**config.mk**
```make
export PLATFORM = sky130hd
export DESIGN_NAME = ifetch_queue
export DESIGN_NICKNAME = d
export VERILOG_FILES = /design/src/rtl/ifetch_queue.sv
export SDC_FILE = /design/constraint.sdc
export NUM_CORES = 1
export LEC_CHECK = 0
export CAP_MARGIN = 0
export CORE_MARGIN = 5
export CORE_UTILIZATION = 30
export CTS_CLUSTER_DIAMETER = 100
export DETAILED_ROUTE_END_ITERATION = 12
export MAX_ROUTING_LAYER = met4
export PLACE_DENSITY = 0.45
export SYNTH_ARGS = -nofsm -noshare
export SYNTH_HDL_FRONTEND = slang
export SYNTH_SLANG_ARGS = --single-unit
export TNS_END_PERCENT = 20
```
**constraint.sdc**
```tcl
create_clock -name clk -period 3.7 [get_ports clk]
set_clock_uncertainty 0.15 [all_clocks]
set_input_delay 0.74 -clock clk [delete_from_list [all_inputs] [get_ports clk]]
set_output_delay 0.74 -clock clk [all_outputs]
set_load 0.01 [all_outputs]
```
**src/rtl/ifetch_queue.sv**
```systemverilog
// Instruction fetch queue: issues one word request at a time to instruction memory
// and buffers returned {pc, instr} pairs for decode, with flush-on-redirect.
module ifetch_queue #(
    parameter int          DEPTH    = 4,
    parameter logic [31:0] RESET_PC = 32'h0000_0000
) (
    input  logic                       clk,
    input  logic                       rst,
    input  logic                       redirect,
    input  logic [31:0]                redirect_pc,
    input  logic                       stall,
    output logic                       imem_req,
    output logic [31:0]                imem_addr,
    input  logic                       imem_ack,
    input  logic [31:0]                imem_rdata,
    output logic                       out_valid,
    output logic [31:0]                out_pc,
    output logic [31:0]                out_instr,
    output logic [$clog2(DEPTH):0]     count
);

    localparam int PW = $clog2(DEPTH);
    localparam int CW = PW + 1;
    localparam logic [CW-1:0] FULL_C   = CW'(DEPTH);
    localparam logic [CW-1:0] CNT_ONE  = CW'(1);
    localparam logic [CW-1:0] CNT_ZERO = CW'(0);
    localparam logic [PW-1:0] PTR_ONE  = PW'(1);
    localparam logic [PW-1:0] PTR_ZERO = PW'(0);

    typedef enum logic [1:0] {
        IDLE = 2'b00,
        WAIT = 2'b01,
        DROP = 2'b10
    } state_t;

    state_t         state_r, state_s;
    logic [31:0]    fetch_pc_r, fetch_pc_s;
    logic           imem_req_r, imem_req_s;
    logic [31:0]    imem_addr_r, imem_addr_s;
    logic [CW-1:0]  count_r;
    logic [PW-1:0]  head_r, tail_r;
    logic [31:0]    pc_mem_r    [DEPTH];
    logic [31:0]    instr_mem_r [DEPTH];
    logic           push_s, pop_s;
    logic [31:0]    redir_pc_s;

    assign redir_pc_s = {redirect_pc[31:2], 2'b00};
    // Redirect outranks both queue operations; a response only lands while WAITing.
    assign push_s     = (state_r == WAIT) && imem_ack && !redirect;
    assign pop_s      = (count_r != CNT_ZERO) && !stall && !redirect;

    // Fetch FSM: next state, request handshake and fetch address
    always_comb begin
        state_s     = state_r;
        fetch_pc_s  = fetch_pc_r;
        imem_req_s  = imem_req_r;
        imem_addr_s = imem_addr_r;
        case (state_r)
            IDLE: begin
                if (redirect) begin
                    fetch_pc_s = redir_pc_s;
                end else if (count_r < FULL_C) begin
                    state_s     = WAIT;
                    imem_req_s  = 1'b1;
                    imem_addr_s = fetch_pc_r;
                end else begin
                    state_s = IDLE;
                end
            end
            WAIT: begin
                if (imem_ack) begin
                    state_s    = IDLE;
                    imem_req_s = 1'b0;
                    if (redirect) begin
                        fetch_pc_s = redir_pc_s;
                    end else begin
                        fetch_pc_s = fetch_pc_r + 32'd4;
                    end
                end else if (redirect) begin
                    // The handshake stays up; its data will be thrown away.
                    state_s    = DROP;
                    fetch_pc_s = redir_pc_s;
                end else begin
                    state_s = WAIT;
                end
            end
            DROP: begin
                if (redirect) begin
                    fetch_pc_s = redir_pc_s;
                end else begin
                    fetch_pc_s = fetch_pc_r;
                end
                if (imem_ack) begin
                    state_s    = IDLE;
                    imem_req_s = 1'b0;
                end else begin
                    state_s = DROP;
                end
            end
            default: begin
                state_s    = IDLE;
                imem_req_s = 1'b0;
            end
        endcase
    end

    // FSM and request registers
    always_ff @(posedge clk or negedge rst) begin
        if (!rst) begin
            state_r     <= IDLE;
            fetch_pc_r  <= RESET_PC;
            imem_req_r  <= 1'b0;
            imem_addr_r <= RESET_PC;
        end else begin
            state_r     <= state_s;
            fetch_pc_r  <= fetch_pc_s;
            imem_req_r  <= imem_req_s;
            imem_addr_r <= imem_addr_s;
        end
    end

    // Occupancy count and head/tail pointers
    always_ff @(posedge clk or negedge rst) begin
        if (!rst) begin
            count_r <= CNT_ZERO;
            head_r  <= PTR_ZERO;
            tail_r  <= PTR_ZERO;
        end else if (redirect) begin
            count_r <= CNT_ZERO;
            head_r  <= PTR_ZERO;
            tail_r  <= PTR_ZERO;
        end else begin
            if (push_s) begin
                tail_r <= tail_r + PTR_ONE;
            end
            if (pop_s) begin
                head_r <= head_r + PTR_ONE;
            end
            if (push_s && !pop_s) begin
                count_r <= count_r + CNT_ONE;
            end else if (pop_s && !push_s) begin
                count_r <= count_r - CNT_ONE;
            end else begin
                count_r <= count_r;
            end
        end
    end

    // Entry storage, written at the tail on each accepted response
    always_ff @(posedge clk or negedge rst) begin
        if (!rst) begin
            for (int i = 0; i < DEPTH; i++) begin
                pc_mem_r[i]    <= 32'h0000_0000;
                instr_mem_r[i] <= 32'h0000_0000;
            end
        end else if (push_s) begin
            pc_mem_r[tail_r]    <= imem_addr_r;
            instr_mem_r[tail_r] <= imem_rdata;
        end
    end

    assign imem_req  = imem_req_r;
    assign imem_addr = imem_addr_r;
    assign count     = count_r;
    assign out_valid = (count_r != CNT_ZERO);
    assign out_pc    = pc_mem_r[head_r];
    assign out_instr = instr_mem_r[head_r];

endmodule

```
==> impl_metrics.toml, run 1 <==
[status]
status = "finished, final reports clean"

[logic_synthesis]
ys_ff_latch = 330
syn_area_per_cell_um2 = 14.9
synth_top_family_by_area = "multiplexers"
synth_compound_area_share_pct = 3.57
synthMuxAreaShare_pct = 32.3
ys.flop_type = "dfrtp_1"
synthSimpleGateAreaFrac_pct = 4.77
synth_commonest_cells = "dfrtp_1, mux2_2, mux4_2"
synthesis.area_mm2 = 0.0147
syn_inst = 989
synth_xor_area_share_pct = 0.297
synth_fa_ha_area_share_pct = 0.985
ys_types = 51
yosysMostFrequentCell = "dfrtp_1"
synth.area.top_cells = "dfrtp_1, mux2_2, mux4_2"
synth_largest_area_cell = "dfrtp_1"
postSynthNetCount = 1069
synth_edf_count = 0
synth-seq-area-share_pct = 56.0
yosys_warnings = 0
synth_top_cell_area_share_pct = 56.0
ys_async_sr_fraction_pct = 100

[setup_path]
required_ns = 2.81
crit_chain = "buf_4 > buf_4 > mux4_2 > clkdlybuf4s50_1"
rr_worst_depth = 7
path_class = "reg -> out"
reg2reg_slack_ns = 0.99
r2r_end = "fetch_pc_r[31]"
startpoint_type = "register"
cp_common_cell = "buf_4"
worst_setup_path_end_kind = "primary output"
critPathArrivalTime_ns = 2.46
path_max_fanout = 9
reg2reg_from = "state_r[0]"
slowest_delay_ns = 0.51
crit_slowest_cell = "mux4_2"

[clock_tree]
cts_root_buf = "clkbuf_16"
htreeDepth = 2
hold_buffers = 0
numClockSinks = 330
cts_tree = "yes"
cts-buffers-inserted = 40
cts.clk_slew.worst_paths_ns = 0.06
cts_buffer_depth = 3
insertion_delay_ns = 0.54

[layout]
antennaDiodeCount = 0
syn2layout_area_growth_pct = 27.4
finalNetCount = 1251
finalCoreUtilization_pct = 38.5
drive_gt1_share_pct = 39.0

[routing]
firstDrtPassIters = 4
antenna_left = 0
totalWireLength_um = 39100
vias_per_cell = 4.87
wl_per_cell_um = 21.0
drtIter0Drc = 411
drc = 0
via_count = 9062

[worst_hold_path]
hold_path_class = "in -> async"

[timing]
timing.hold.ws_ns = 0.0127
maxSlewHeadroom_pct = 51.0
period_needed_ns = 3.35
rsz0062_at_grt = "false"
fin_crit_sh_pct = 90.7
fmax_mhz = 298
tightest_slew_ns = 0.732
slew_violations = 0
setup_viol = 0
setup_tns_ns = 0
hold_viol_final = 0

[power_and_ir_drop]
internal_power_mw = 10.1
pwr-share-clk_pct = 26.2
seq_power_share_pct = 38.8
leakagePower_nw = 8.33
power.density_mw_per_mm2 = 769
p_sw_mw = 4.38
pwr-share-comb_pct = 35.0
vdd_ir_drop_max_uv = 286
sw_frac_of_total_pct = 30.3

[die]
fp-row-count = 81
dieWidth_um = 232
fp.coreArea_mm2 = 0.0487
start_util_pct = 30.2
chipHeight_um = 232
die-area_mm2 = 0.0537
io_pins = 170

[grt]
grt_pass1_wl_um = 61200
overflow = 0
grt_antenna_before_repair = 0
grt_usage_pct = 15.1
grt_max_degree = 78
grt_pass1_vias = 9720

[placed_design]
hpwl_um = 24800
portBuffers = 167
place_congestion = 0.774

[flow_run]
cap_violations = 0
[area by class of cell]
class	count	area, um^2
Clock buffer	57	1160
Clock inverter	11	95.1
Fill cell	4616	30000
Inverter	14	52.6
Multi-Input combinational cell	581	6210
Sequential cell	330	8270
Tap cell	664	831
Timing Repair Buffer	204	2150
[power by group through the flow]
stage / registers [mW] / clock network [mW] / logic (mW)
after global placement: 5.70 / 0 / 5.04
after detailed placement: 5.72 / 0 / 5.10
after global routing: 5.76 / 4.07 / 5.45
final: 5.60 / 3.78 / 5.06
after floorplan: 5.35 / 0 / 2.86
after CTS: 5.66 / 3.94 / 5.11
[cell usage in the layout (no fill, tap or decap), drive strengths merged, types with 7 or more instances in the layout]
cell type      synthesis  final
nand3                 22     22
nor2                  18     18
clkdlybuf4s50          0    166
mux2i                  7      7
clkinv                 0      9
a22oi                 15     15
o22ai                  7      7
nor4                   7      7
dfrtp                330    330
ha                    10     10
a21oi                 17     17
mux2                 288    288
nor3                  16     16
inv                   14     15
nand4                  9      9
nand2                 28     28
mux4                  64     64
clkbuf                52     57
buf                   12     38
o21ai                 15     15
[worst max-delay path: cells and delay by family, from the launching register on]
kind	cells	cell delay, ns
buffers and inverters	3	0.91
muxes	1	0.51
DFF	1	0.49
[worst max path at each step]
stage                          from      endpoint
after floorplan            redirect      count[2]
after global placement     imem_ack  pc_mem_r[87]
after detailed placement   imem_ack  pc_mem_r[86]
after CTS                 head_r[0]    out_pc[11]
after global routing      head_r[0]    out_pc[30]
final                     head_r[0]    out_pc[28]
[metrics by stage]
stage	instance area, um^2	std cells	total power, mW	worst slack [ns]
floorplan	14700	989	8.21	0.722
global placement	17500	1787	10.7	0.370
detailed placement	17500	1787	10.8	0.380
CTS	18700	1855	14.7	0.0274
global route	18800	1861	15.3	0.238
finish	18800	1861	14.4	0.346
[flip-flops by register name, indices dropped and copies added, names as in the netlist]
register,flops
fetch_pc_r,32
state_r,2
imem_req,1
imem_addr,32
count,3
pc_mem_r,128
head_r,2
instr_mem_r,128
tail_r,2
[kinds of logic (layout without fill, tap and decap cells)]
kind of cell	Yosys count	in the layout
adders and majority gates	11	11
AOI/OAI and AO/OA	79	79
buffers and inverters	78	286
DFF	330	330
and+or+nand+nor	127	127
muxes	359	359
xor gates and xnor gates	5	5
[what timing repair did]
action | 4_1_cts | 5_1_grt
setup endpoints to repair | 0 | 3
resized for setup | 0 | 0
setup buffers | 0 | 6
[layer usage]
layer,vias up,wire length (um),global-route usage (%)
met1,4751,18800,21.1
met4,0,692,3.25
met3,42,1580,2.92
li1,4092,-,-
met5,-,0,-
met2,177,18100,23.1
Power figures use the tool's default switching activity.
==> run 2: changes to the inputs <==
--- a/config.mk
+++ b/config.mk
@@ -11,7 +11,6 @@
 export CTS_CLUSTER_DIAMETER = 100
 export DETAILED_ROUTE_END_ITERATION = 12
 export MAX_ROUTING_LAYER = met4
-export PLACE_DENSITY = 0.45
 export SYNTH_ARGS = -nofsm -noshare
 export SYNTH_HDL_FRONTEND = slang
 export SYNTH_SLANG_ARGS = --single-unit
==> run 2 against run 1 <==
Final cell count increased by 0.59%. Non-clock buffer count increased by 4. Die area unchanged. Sequential power about the same. Worst setup slack improved by 0.044 ns. Sequential share of layout area decreased by 0.16 points. Critical path depth decreased by 1. Highest routed layer unchanged.
==> impl_metrics.toml, run 2 (same netlist as run 1, synthesis figures left out) <==
[status]
status = "finished, final reports clean"

[grt]
overflow = 0
grt_usage_pct = 14.4
grt_max_degree = 88
grt_pass1_vias = 9965
grt_antenna_before_repair = 5
grt_pass1_wl_um = 59000

[timing]
timing.hold.ws_ns = 0.0551
rsz0062_at_grt = "false"
hold_viol_final = 0
setup_tns_ns = 0
slew_violations = 0
period_needed_ns = 3.31
fin_crit_sh_pct = 89.5
layout_setup_ws_ns = 0.390
fmax_mhz = 302
maxSlewHeadroom_pct = 50.0
tightest_slew_ns = 0.747
setup_viol = 0

[layout]
finalCoreUtilization_pct = 38.7
layout_common_cells = "dfrtp_1, mux2_2, clkdlybuf4s50_1, mux4_2, clkbuf_16"
num-fill-cells = 4593
finalNetCount = 1254
final_cell_area_mm2 = 0.0188
syn2layout_area_growth_pct = 27.8
mostFrequentLayoutCell = "dfrtp_1"
multiInputGateArea_mm2 = 0.00621
regArea_mm2 = 0.00827
top_regs = "instr_mem_r (128), pc_mem_r (128)"
layout.cells.non_filler = 1872
drive_gt1_share_pct = 39.3

[routing]
via_count = 9137
drc = 0
vias_per_cell = 4.88
totalWireLength_um = 37000
antenna_left = 0
drtIter0Drc = 379
firstDrtPassIters = 4
wl_per_cell_um = 19.7

[die]
dieWidth_um = 232
fp-row-count = 81
start_util_pct = 30.2
io_pins = 170
chipHeight_um = 232
fp.coreArea_mm2 = 0.0487
die-area_mm2 = 0.0537

[placed_design]
dpl-instance-area_mm2 = 0.0175
dp_slack_ns = 0.393
placed_cells = 1795
place_congestion = 0.804
portBuffers = 167
hpwl_um = 24500

[setup_path]
crit_slowest_cell = "mux4_2"
slowest_delay_ns = 0.58
worst_setup_path_end_kind = "primary output"
path_max_fanout = 29
crit_buf_inv = 2
critPathArrivalTime_ns = 2.42
required_ns = 2.81
path_class = "reg -> out"
cpLargestDelayFamily = "buffers and inverters"
crit_chain = "buf_12 > mux4_2 > clkdlybuf4s50_1"
startpoint_type = "register"

[worst_hold_path]
hold_path_class = "in -> async"

[power_and_ir_drop]
internal_power_mw = 10.1
vdd_ir_drop_max_uv = 410
p_sw_mw = 4.30
pwr-share-clk_pct = 26.6
seq_power_share_pct = 38.7
leakagePower_nw = 8.35
power.density_mw_per_mm2 = 764
sw_frac_of_total_pct = 29.9
pwr-share-comb_pct = 34.7
power_mw = 14.4

[clock_tree]
cts-buffers-inserted = 39
numClockSinks = 330
cts.clk_slew.worst_paths_ns = 0.06
cts_root_buf = "clkbuf_16"
insertion_delay_ns = 0.54
cts_tree = "yes"
cts_buffer_depth = 3
htreeDepth = 2

[flow_run]
cap_violations = 0
==> run 2: cell count changes in the layout (fill, tap and decap cells not counted) <==
cell,before,now
buf_4,21,26
clkinv_4,0,3
diode_2,0,6
bufinv_16,1,2
clkinvlp_4,0,1
buf_12,16,15
clkbuf_8,10,9
clkinv_2,8,5
==> run 2: repair_timing <==
item / CTS / global route
setup buffers: 2 / 0
resized for setup: 0 / 0
hold buffers: 0 / 0
endpoints found under the setup margin: 2 / 0
==> run 2: path summary, 6_finish.rpt <==
path / slack (ns) / end / cells past startpoint / start
max: 0.39 / out_pc[0] / 3 / head_r[0]
min: 0.06 / instr_mem_r[67] / 1 / rst
max reg2reg: 1.02 / fetch_pc_r[17] / 8 / state_r[0]
min reg2reg: 0.34 / imem_req / 1 / imem_req
max in group asynchronous: 2.43 / pc_mem_r[18] / 2 / rst
min in group clk: 0.34 / imem_req / 1 / imem_req
==> run 2: per-layer routing <==
metal / track usage, % / vias to the layer above / wire [um]
met5: - / - / 0
met4: 3.43 / 0 / 847
met3: 4.35 / 66 / 2410
met2: 22.4 / 190 / 17200
met1: 18.7 / 4771 / 16500
li1: - / 4110 / -
==> run 2: power by group through the flow <==
stage	combinational, mW	clock (mW)	sequential [mW]
after detailed placement	5.03	0	5.71
after global placement	4.95	0	5.63
after global routing	5.40	4.12	5.74
final	4.99	3.83	5.57
after floorplan	2.86	0	5.35
after CTS	5.11	3.98	5.60
==> run 2: cell type report <==
cell class | count | area share [%]
multi-input combinational | 581 | 33.0
clock inverter | 13 | 0.764
clock buffer | 56 | 6.11
tap | 664 | 4.41
sequential | 330 | 43.9
inverter | 14 | 0.279
antenna | 6 | 0.0797
timing repair buffer | 208 | 11.5
==> run 3: changes to the inputs <==
--- a/config.mk
+++ b/config.mk
@@ -11,6 +11,7 @@
 export CTS_CLUSTER_DIAMETER = 100
 export DETAILED_ROUTE_END_ITERATION = 12
 export MAX_ROUTING_LAYER = met4
+export SLEW_MARGIN = 20
 export SYNTH_ARGS = -nofsm -noshare
 export SYNTH_HDL_FRONTEND = slang
 export SYNTH_SLANG_ARGS = --single-unit
==> results of run 3 <==
No change in the layout: final DEF, timing and power equal those of run 2.
